**src/rtl/lh_message_feeder.sv**
```systemverilog
// lh_message_feeder
//   Initiator side of the light-hash byte interface. Buffers one host message
//   of printable ASCII (8'h20..8'h7E), checks every byte, frames it as
//   HEAD_BYTE / body / TAIL_BYTE towards the hash core, waits for the digest
//   and presents digest plus error code to the host.
//
// Handshakes: a transfer happens on a rising clk edge where valid and ready
//   are both high. in_valid/in_ready: host to feeder. out_valid/out_ready:
//   feeder to host. msg_valid has no back-pressure; the core takes one byte
//   per msg_valid cycle.
//
// Ports:
//   clk, rst_n            clock, asynchronous active-low reset
//   in_byte/in_valid/in_last/in_ready   host message input
//   msg_byte/msg_valid    framed byte stream to the hash core
//   hash_digest/hash_digest_ready       digest from the hash core
//   out_digest/out_err/out_valid/out_ready   result to host
//     out_err: 00 OK, 01 INVALID_CHAR, 10 OVERFLOW, 11 TIMEOUT
//   dbg_state_o           current FSM state (debug)
//
// Build option: define LH_FEEDER_INTERBYTE_GAP_EN to insert one idle cycle
//   after every framed byte except the tail (frame spans 2N+3 cycles).
module lh_message_feeder #(
   parameter int          DEPTH          = 32,
   parameter logic [7:0]  HEAD_BYTE      = 8'hFF,
   parameter logic [7:0]  TAIL_BYTE      = 8'h00,
   parameter int          TIMEOUT_CYCLES = 64
) (
   input  logic        clk,
   input  logic        rst_n,
   input  logic [7:0]  in_byte,
   input  logic        in_valid,
   input  logic        in_last,
   output logic        in_ready,
   output logic [7:0]  msg_byte,
   output logic        msg_valid,
   input  logic [63:0] hash_digest,
   input  logic        hash_digest_ready,
   output logic [63:0] out_digest,
   output logic [1:0]  out_err,
   output logic        out_valid,
   input  logic        out_ready,
   output logic [2:0]  dbg_state_o
);

   localparam int AW = $clog2(DEPTH);
   localparam int CW = AW + 1;
   localparam int TW = $clog2(TIMEOUT_CYCLES + 1);

   typedef enum logic [2:0] {
      ST_LOAD        = 3'd0,
      ST_SEND_HEAD   = 3'd1,
      ST_SEND_BODY   = 3'd2,
      ST_SEND_TAIL   = 3'd3,
      ST_WAIT_DIGEST = 3'd4,
      ST_PRESENT     = 3'd5
   } state_e;

   state_e          state_q, state_d;
   logic [AW-1:0]   wr_ptr_q, wr_ptr_d;
   logic [AW-1:0]   rd_ptr_q, rd_ptr_d;
   logic [CW-1:0]   count_q, count_d;
   logic            bad_q, bad_d;
   logic            ovf_q, ovf_d;
   logic [TW-1:0]   tmr_q, tmr_d;
   logic [63:0]     digest_q, digest_d;
   logic [1:0]      err_q, err_d;
   logic [7:0]      mem_q [DEPTH];
   logic            wr_en;
   logic            byte_ok;
`ifdef LH_FEEDER_INTERBYTE_GAP_EN
   logic            gap_q, gap_d;
`endif

   assign byte_ok = (in_byte >= 8'h20) && (in_byte <= 8'h7E);

   // Body storage; contents need no reset since count/pointers qualify them.
   always_ff @(posedge clk) begin
      if (wr_en) mem_q[wr_ptr_q] <= in_byte;
   end

   always_ff @(posedge clk or negedge rst_n) begin
      if (!rst_n) begin
         state_q  <= ST_LOAD;
         wr_ptr_q <= '0;
         rd_ptr_q <= '0;
         count_q  <= '0;
         bad_q    <= 1'b0;
         ovf_q    <= 1'b0;
         tmr_q    <= '0;
         digest_q <= '0;
         err_q    <= 2'b00;
`ifdef LH_FEEDER_INTERBYTE_GAP_EN
         gap_q    <= 1'b0;
`endif
      end else begin
         state_q  <= state_d;
         wr_ptr_q <= wr_ptr_d;
         rd_ptr_q <= rd_ptr_d;
         count_q  <= count_d;
         bad_q    <= bad_d;
         ovf_q    <= ovf_d;
         tmr_q    <= tmr_d;
         digest_q <= digest_d;
         err_q    <= err_d;
`ifdef LH_FEEDER_INTERBYTE_GAP_EN
         gap_q    <= gap_d;
`endif
      end
   end

   always_comb begin
      state_d   = state_q;
      wr_ptr_d  = wr_ptr_q;
      rd_ptr_d  = rd_ptr_q;
      count_d   = count_q;
      bad_d     = bad_q;
      ovf_d     = ovf_q;
      tmr_d     = tmr_q;
      digest_d  = digest_q;
      err_d     = err_q;
      wr_en     = 1'b0;
      in_ready  = 1'b0;
      msg_valid = 1'b0;
      msg_byte  = 8'h00;
      out_valid = 1'b0;
`ifdef LH_FEEDER_INTERBYTE_GAP_EN
      gap_d     = gap_q;
`endif

      case (state_q)
         ST_LOAD: begin
            in_ready = 1'b1;
            if (in_valid) begin
               if (!byte_ok) begin
                  bad_d = 1'b1;
               end else if (count_q == CW'(DEPTH)) begin
                  ovf_d = 1'b1;
               end else begin
                  wr_en    = 1'b1;
                  wr_ptr_d = wr_ptr_q + AW'(1);
                  count_d  = count_q + CW'(1);
               end
               // Error decision includes the flag raised by this very byte.
               if (in_last) begin
                  if (bad_d || ovf_d) begin
                     state_d  = ST_PRESENT;
                     digest_d = '0;
                     err_d    = bad_d ? 2'b01 : 2'b10;
                  end else begin
                     state_d  = ST_SEND_HEAD;
                  end
               end
            end
         end

         ST_SEND_HEAD: begin
            msg_byte = HEAD_BYTE;
`ifdef LH_FEEDER_INTERBYTE_GAP_EN
            if (!gap_q) begin
               msg_valid = 1'b1;
               gap_d     = 1'b1;
            end else begin
               gap_d     = 1'b0;
               state_d   = ST_SEND_BODY;
            end
`else
            msg_valid = 1'b1;
            state_d   = ST_SEND_BODY;
`endif
         end

         ST_SEND_BODY: begin
`ifdef LH_FEEDER_INTERBYTE_GAP_EN
            if (!gap_q) begin
               msg_valid = 1'b1;
               msg_byte  = mem_q[rd_ptr_q];
               rd_ptr_d  = rd_ptr_q + AW'(1);
               count_d   = count_q - CW'(1);
               gap_d     = 1'b1;
            end else begin
               // Idle cycle: hold the byte just issued (read pointer already moved).
               msg_byte  = mem_q[rd_ptr_q - AW'(1)];
               gap_d     = 1'b0;
               if (count_q == '0) state_d = ST_SEND_TAIL;
            end
`else
            msg_valid = 1'b1;
            msg_byte  = mem_q[rd_ptr_q];
            rd_ptr_d  = rd_ptr_q + AW'(1);
            count_d   = count_q - CW'(1);
            if (count_q == CW'(1)) state_d = ST_SEND_TAIL;
`endif
         end

         ST_SEND_TAIL: begin
            msg_valid = 1'b1;
            msg_byte  = TAIL_BYTE;
            tmr_d     = '0;
            state_d   = ST_WAIT_DIGEST;
         end

         ST_WAIT_DIGEST: begin
            if (hash_digest_ready) begin
               digest_d = hash_digest;
               err_d    = 2'b00;
               state_d  = ST_PRESENT;
            end else if (tmr_q == TW'(TIMEOUT_CYCLES - 1)) begin
               digest_d = '0;
               err_d    = 2'b11;
               state_d  = ST_PRESENT;
            end else begin
               tmr_d    = tmr_q + TW'(1);
            end
         end

         ST_PRESENT: begin
            out_valid = 1'b1;
            if (out_ready) begin
               state_d  = ST_LOAD;
               bad_d    = 1'b0;
               ovf_d    = 1'b0;
               count_d  = '0;
               wr_ptr_d = '0;
               rd_ptr_d = '0;
               digest_d = '0;
               err_d    = 2'b00;
            end
         end

         default: state_d = ST_LOAD;
      endcase
   end

   assign out_digest  = digest_q;
   assign out_err     = err_q;
   assign dbg_state_o = state_q;

endmodule

```
**config.mk**
```make
export PLATFORM = sky130hd
export DESIGN_NAME = lh_message_feeder
export DESIGN_NICKNAME = d
export VERILOG_FILES = /design/src/rtl/lh_message_feeder.sv
export SDC_FILE = /design/constraint.sdc
export NUM_CORES = 1
export LEC_CHECK = 0
export ABC_AREA = 1
export ABC_CLOCK_PERIOD_IN_PS = 2400
export CORE_MARGIN = 5
export CORE_UTILIZATION = 51
export DETAILED_ROUTE_END_ITERATION = 16
export GPL_TIMING_DRIVEN = 0
export HOLD_SLACK_MARGIN = 0.05
export PLACE_DENSITY = 0.87
export RECOVER_POWER = 100
export SKIP_LAST_GASP = 1
export SYNTH_ARGS = -nofsm -noshare
export SYNTH_HDL_FRONTEND = slang
export SYNTH_SLANG_ARGS = --single-unit
```
**constraint.sdc**
```tcl
create_clock -name clk -period 2.4 [get_ports clk]
set_clock_uncertainty 0.2 [all_clocks]
set_input_delay 0.36 -clock clk [delete_from_list [all_inputs] [get_ports clk]]
set_output_delay 0.36 -clock clk [all_outputs]
set_load 0.1 [all_outputs]
```
* Word-level counts from Yosys, hierarchy flattened
Memory sizes are Yosys's and may differ from the RTL's.
Index checks and enable logic that the tools add are counted.
** Word-level totals
- Output and inout port bits :: 80
- Memory bits (writable) :: 256
- Register bits :: 94
- Memories :: 1
- Bits of input ports :: 78
- Logic and storage cells :: 110
** Memory list
- mem_q :: words 32, bits a word 8, read ports 1, clocked after memory_dff 0, wr ports 1, RTL line 68 : logic [7:0] mem_q [DEPTH];
** Cells by class
- Order comparisons :: 2
- Equal/unequal tests :: 18
- Multiplexer cells :: 59
- Reductions and logical operators :: 16
- Add/subtract/negate cells :: 5
** Operators by type and width (count)
- two-way mux 64 bit :: 6
- case mux 64 bit (3 select lines) :: 1
- two-way mux 6 bit :: 4
- two-way mux 3 bit :: 7
- two-way mux 5 bit :: 4
- case mux 5 bit (2 select lines) :: 2
- two-way mux 1 bit :: 19
- != test 2 bit, second input constant :: 9
- case mux 3 bit (6 select lines) :: 1
- case mux 6 bit (3 select lines) :: 1
- case mux 8 bit (2 select lines) :: 1
- AND reduction 5 bit :: 3
- two-way mux 2 bit :: 7
- two-way mux 7 bit :: 2
- case mux 7 bit (2 select lines) :: 1
- adder 5 x 1 -> 5 bit, second input constant :: 2
- >= comparator 8 x 6 -> 1 bit, second input constant :: 1
- <= comparator 8 x 7 -> 1 bit, second input constant :: 1
- adder 7 x 1 -> 7 bit, second input constant :: 1
- == test 7 x 6 -> 1 bit, second input constant :: 1
- adder 6 x 1 -> 6 bit, second input constant :: 1
- == test 3 x 2 -> 1 bit, second input constant :: 2
- == test 3 bit, second input constant :: 2
- == test 6 x 1 -> 1 bit, second input constant :: 1
- 15 further kinds :: 20

* Longest topological paths before layout
- Depth in word-level cells :: 10
- Gate-level depth with buffers :: 13
- Gate-level depth less buffers :: 11

* Least setup slack after synthesis
No wires, ideal clock.
- Kind :: reg-to-reg
- From :: reg state_q[0], in the netlist dbg_state_o[0]
- To :: mem mem_q[0][0], enable pin
- Arrival time :: 3.171 ns
- Required time :: 1.830 ns
- Clock period less this slack :: 3.741 ns
- Setup time :: 0.370 ns
- Cell stages (with the launch flop) :: 10
- Buffers on the path :: 0
- Setup slack :: -1.341 ns
- Cells stage by stage :: dfrtp_1 > inv_2 > nand2_1 > nor2_2 > o21ai_1 > inv_1 > nand3_2 > nor2_2 > nand2_1 > nor2_1
** Between the ends
- Word-level cells in the longest chain between the ends :: 4
** Ends and longest elaborated chain
- start, declared :: RTL line 59 : state_e state_q, state_d;
- start signal, assigned :: RTL line 97 : state_q <= state_d;
- logical NOT 3 bit :: RTL line 131 : case (state_q)
- two-way mux 1 bit :: RTL line 131
- two-way mux 1 bit :: RTL line 79 : if (wr_en) mem_q[wr_ptr_q] <= in_byte;
- two-way mux 1 bit (not written as such) :: RTL line 79
- end, declared :: RTL line 68
Every way passes these cells.

* Final worst setup path
- From :: reg rd_ptr_q[0]
- To :: out msg_byte[7]
** Between the ends
- Word-level cells in the longest chain between the ends :: 2
** Ends and longest elaborated chain
- start, declared :: RTL line 61 : logic [AW-1:0] rd_ptr_q, rd_ptr_d;
- start signal, assigned :: RTL line 99 : rd_ptr_q <= rd_ptr_d;
- memory read (32 x 8 bit)
- case mux 8 bit (2 select lines) :: RTL line 131
- end, declared :: RTL line 35 : output logic [7:0] msg_byte,
Every way passes these cells.

==> results.md <==
- R2R Path End: out_digest[46]$_DFFE_PN0P_
- CTS tree: yes
- GR Layer Usage met2: 0.4315
- Post-Synthesis Cells: 1392
- GRT Util Overall: 0.2547
- DR pass1 iterations: 9
- Slew margin rel.: -0.2300
- First-pass GRT wire length: 63270 um
- Crit share post-route: 1.283
- Maximum clock rate: 324.7 MHz
- Maximum VDD drop: 1.144 mV
- Critical Path End Type: primary output
- Grt ovf: 0
- Total Wirelength: 41810 um
- I/O Pins: 158
- HP Start: hash_digest[29]
- Post-route ant nets: 0
- Cell area power density: 1392 nW/um2
- Num CTS Buffers: 37
- Port bufs: 157
- Worst-Skew Late Latency: 0.51 ns
- Cell Chain, Critical Path: inv_4 > clkbuf_16 > clkbuf_8 > nand2_1 > nand3_1 > nand3_1 > nand2_1 > nor2_2 > nand2_1 > nand3_2 > nand2_4 > buf_12
- Post-synthesis cell area: 14590 um2
- # setup viols final: 341
- Worst Path Arrival: 2.52 ns
- Initial antenna violation count: 0
- Crit path required time: 1.84 ns
- P_leak: 7.657 nW
- WP depth: 12
- Final worst slack: -0.6802 ns
- Ys flop type: edfxtp_1
- Placement row count: 62
- Tightest Hold Check Type: in2reg
- Die X: 179.1 um
- Hold path cells: 3
- Vias in the first global route: 11.66k
- R2R Setup Slk: -0.10 ns
- Ranking of synthesized cells by area: edfxtp_1, dfrtp_1, nand2_1, nor2_1, nand3_1
- Syn avg cell area: 10.48 um2
- Violated checks: capacitance limit, slew limit, setup timing
- DR vias: 11.68k
- Unique masters post-synth: 32
- Worst R2R Path Depth: 11
- Hold EP: out_digest[29]$_DFFE_PN0P_
- Crit Path Class: reg2out
- Gr busiest metal: met2
- Crit Path Max Fanout: 10
- P&R area growth vs syn: 30.86%
- DP HPWL: 25290 um
- Total power: 26.57 mW
- Max-Cap Viols: 3
- Area leader, netlist: edfxtp_1
- Non-Filler Instances: 2024
- Reg-to-reg critical path startpoint: dbg_state_o[0]$_DFFE_PN0P_
- Vias per inst: 5.772
- H-tree lvl count: 2
- Top-count cell post-synth: nand2_1
- Yosys top cell area share: 0.5270
- Critical-path top delay cell: dfrtp_2
- Clock slew at the register clock pins of the worst setup and hold paths: 0.06 ns
- CP Launch Type: register
- Least-Margin Pin Slew: 1.845 ns
- Met1 Track Usage GR: 0.3118
- Dpl cells: 1934
- Async SR Flop Fraction: 0.2686
- RD Place Congestion: 0.9428
- Residual DRC: 0
- Syn_nets: 1479
- Pin count of the biggest net entering global routing: 66
- Drt wl/cell: 20.66 um
- CTS Root Cell: clkbuf_16
- Diodes inserted: 0
- Commonest cells post-synth: nand2_1, edfxtp_1, nor2_1
- Share of layout cells above drive strength 1: 0.1677
- RSZ-0062 raised after global routing: yes
- DRT iter0 DRCs: 1623
- Clk sinks: 350
- Period minus WS final: 3.080 ns
- FF+latch count, synth: 350
- Bufs on Longest Clock Path: 3
- NumNets Final: 1702
- Crit path max-delay family: simple AND/OR/NAND/NOR gates
- Final hold violation count: 0
- Worst Path Buf+Inv: 4
- Critical Path Most Common Cell: nand2_1
- Core ar.: 28470 um2
- Final Max Tran Viols: 102
- Die area: 32090 um2
- Number of flops mapped to enable cells by yosys: 256
- GR met3 Demand/Resource: 0.06369
- Sequential-to-total area share from yosys stat: 0.6882
- Slowest Stage Delay on Critical Path: 0.50 ns
- Die Y-Extent: 179.1 um
- Initial Util: 0.5124
- Yosys warning total: 0
- Status: complete, but fails checks
area by class of cell:
| type | count | area (um2) |
|---|---|---|
| clock buffers | 51 | 1031 |
| inverters | 43 | 175.2 |
| repair buffers | 186 | 1833 |
| well taps | 384 | 480.5 |
| plain buffers | 65 | 681.9 |
| fillers | 1901 | 9380 |
| clock inverters | 13 | 96.34 |
| multi-input cells | 932 | 4740 |
| flip-flops and latches | 350 | 10050 |
cells in the final DEF (no fill, tap or decap), types with 11 or more instances in the layout:
| cell type | count |
|---|---|
| nand2_1 | 349 |
| edfxtp_1 | 256 |
| nor2_1 | 186 |
| nand3_1 | 103 |
| dfrtp_1 | 90 |
| o21ai_0 | 75 |
| clkdlybuf4s50_1 | 68 |
| dlygate4sd2_1 | 66 |
| clkbuf_16 | 49 |
| nor2_4 | 43 |
| o21ai_1 | 40 |
| inv_1 | 31 |
| clkbuf_1 | 25 |
| o211ai_1 | 24 |
| buf_4 | 18 |
| a21oi_1 | 16 |
| clkbuf_8 | 16 |
| nor2_2 | 13 |
| buf_6 | 13 |
| nand2_4 | 11 |
| nand3_2 | 11 |
| clkbuf_4 | 11 |
| buf_12 | 11 |
power breakdown:
part / internal, mW / total, mW / switching [mW] / leakage, nW
clock: 3.11 / 5.40 / 2.28 / 0.552
combinational: 3.83 / 13.5 / 9.63 / 3.56
sequential: 7.25 / 7.72 / 0.464 / 3.55
worst min-delay path: cells and delay by family:
| kind | cells | cell delay, ns |
|---|---|---|
| AND/OR/NAND/NOR | 2 | 0.10 |
| buffers and inverters | 1 | 0.39 |
kinds of logic after synthesis:
| kind of cell | after synthesis | synth area share |
|---|---|---|
| AND/OR/NAND/NOR | 743 | 0.2043 |
| flip-flops | 350 | 0.6882 |
| AO/OA/AOI/OAI | 173 | 0.06450 |
| buffers and inverters | 110 | 0.03105 |
| adder cells (fa/ha/maj) | 9 | 0.007719 |
| XOR/XNOR | 7 | 0.004203 |
what timing repair did:
item,CTS,global route
endpoints found under the setup margin,416,305
pin swaps,42,32
resized for setup,356,64
endpoints found under the hold margin,94,0
setup buffers,9,13
gates cloned,4,1
hold buffers,1,0
sequential cells by signal, summed over array words and instances, names as in the netlist:
signal	cells
bad_q	1
out_err	2
count_q	6
dbg_state_o	3
out_digest	64
wr_ptr_q	5
rd_ptr_q	5
mem_q	256
tmr_q	7
ovf_q	1
per-layer routing:
metal / wire [um] / up-vias / share of wire
li1: - / 5166 / -
met1: 14500 / 5503 / 0.35
met2: 20350 / 838 / 0.49
met3: 4872 / 176 / 0.12
met4: 2083 / 0 / 0.050
met5: 0 / - / 0
metrics by stage:
stage | setup TNS (ns) | utilization | worst slack, ns | hold slack (ns) | area (um2)
6_report | -134.92 | 0.6705 | -0.6802 | 0.1819 | 19090
5_1_grt | -175.51 | 0.6705 | -0.7312 | 0.1828 | 19090
4_1_cts | -11.28 | 0.6647 | -0.5763 | 0.1350 | 18920
3_5_place_dp | -523.17 | 0.6003 | -1.731 | 0.1332 | 17090
3_3_place_gp | -778.50 | 0.5996 | -3.441 | 0.2535 | 17070
2_1_floorplan | -177.36 | - | -0.6528 | -0.1356 | 15020
worst max-delay path by stage:
stage,startpoint,endpoint,slack [ns]
after floorplan,dbg_state_o[1]$_DFFE_PN0P_,mem_q[29][0]$_DFFE_PP_,-0.65
after global placement,rst_n,dbg_state_o[2]$_DFFE_PN0P_,-3.44
after detailed placement,rd_ptr_q[0]$_DFFE_PN0P_,msg_byte[5],-1.73
after CTS,rd_ptr_q[0]$_DFFE_PN0P_,msg_byte[7],-0.58
after global routing,rd_ptr_q[0]$_DFFE_PN0P_,msg_byte[7],-0.73
final,rd_ptr_q[0]$_DFFE_PN0P_,msg_byte[7],-0.68
Power figures use the tool's default switching activity.
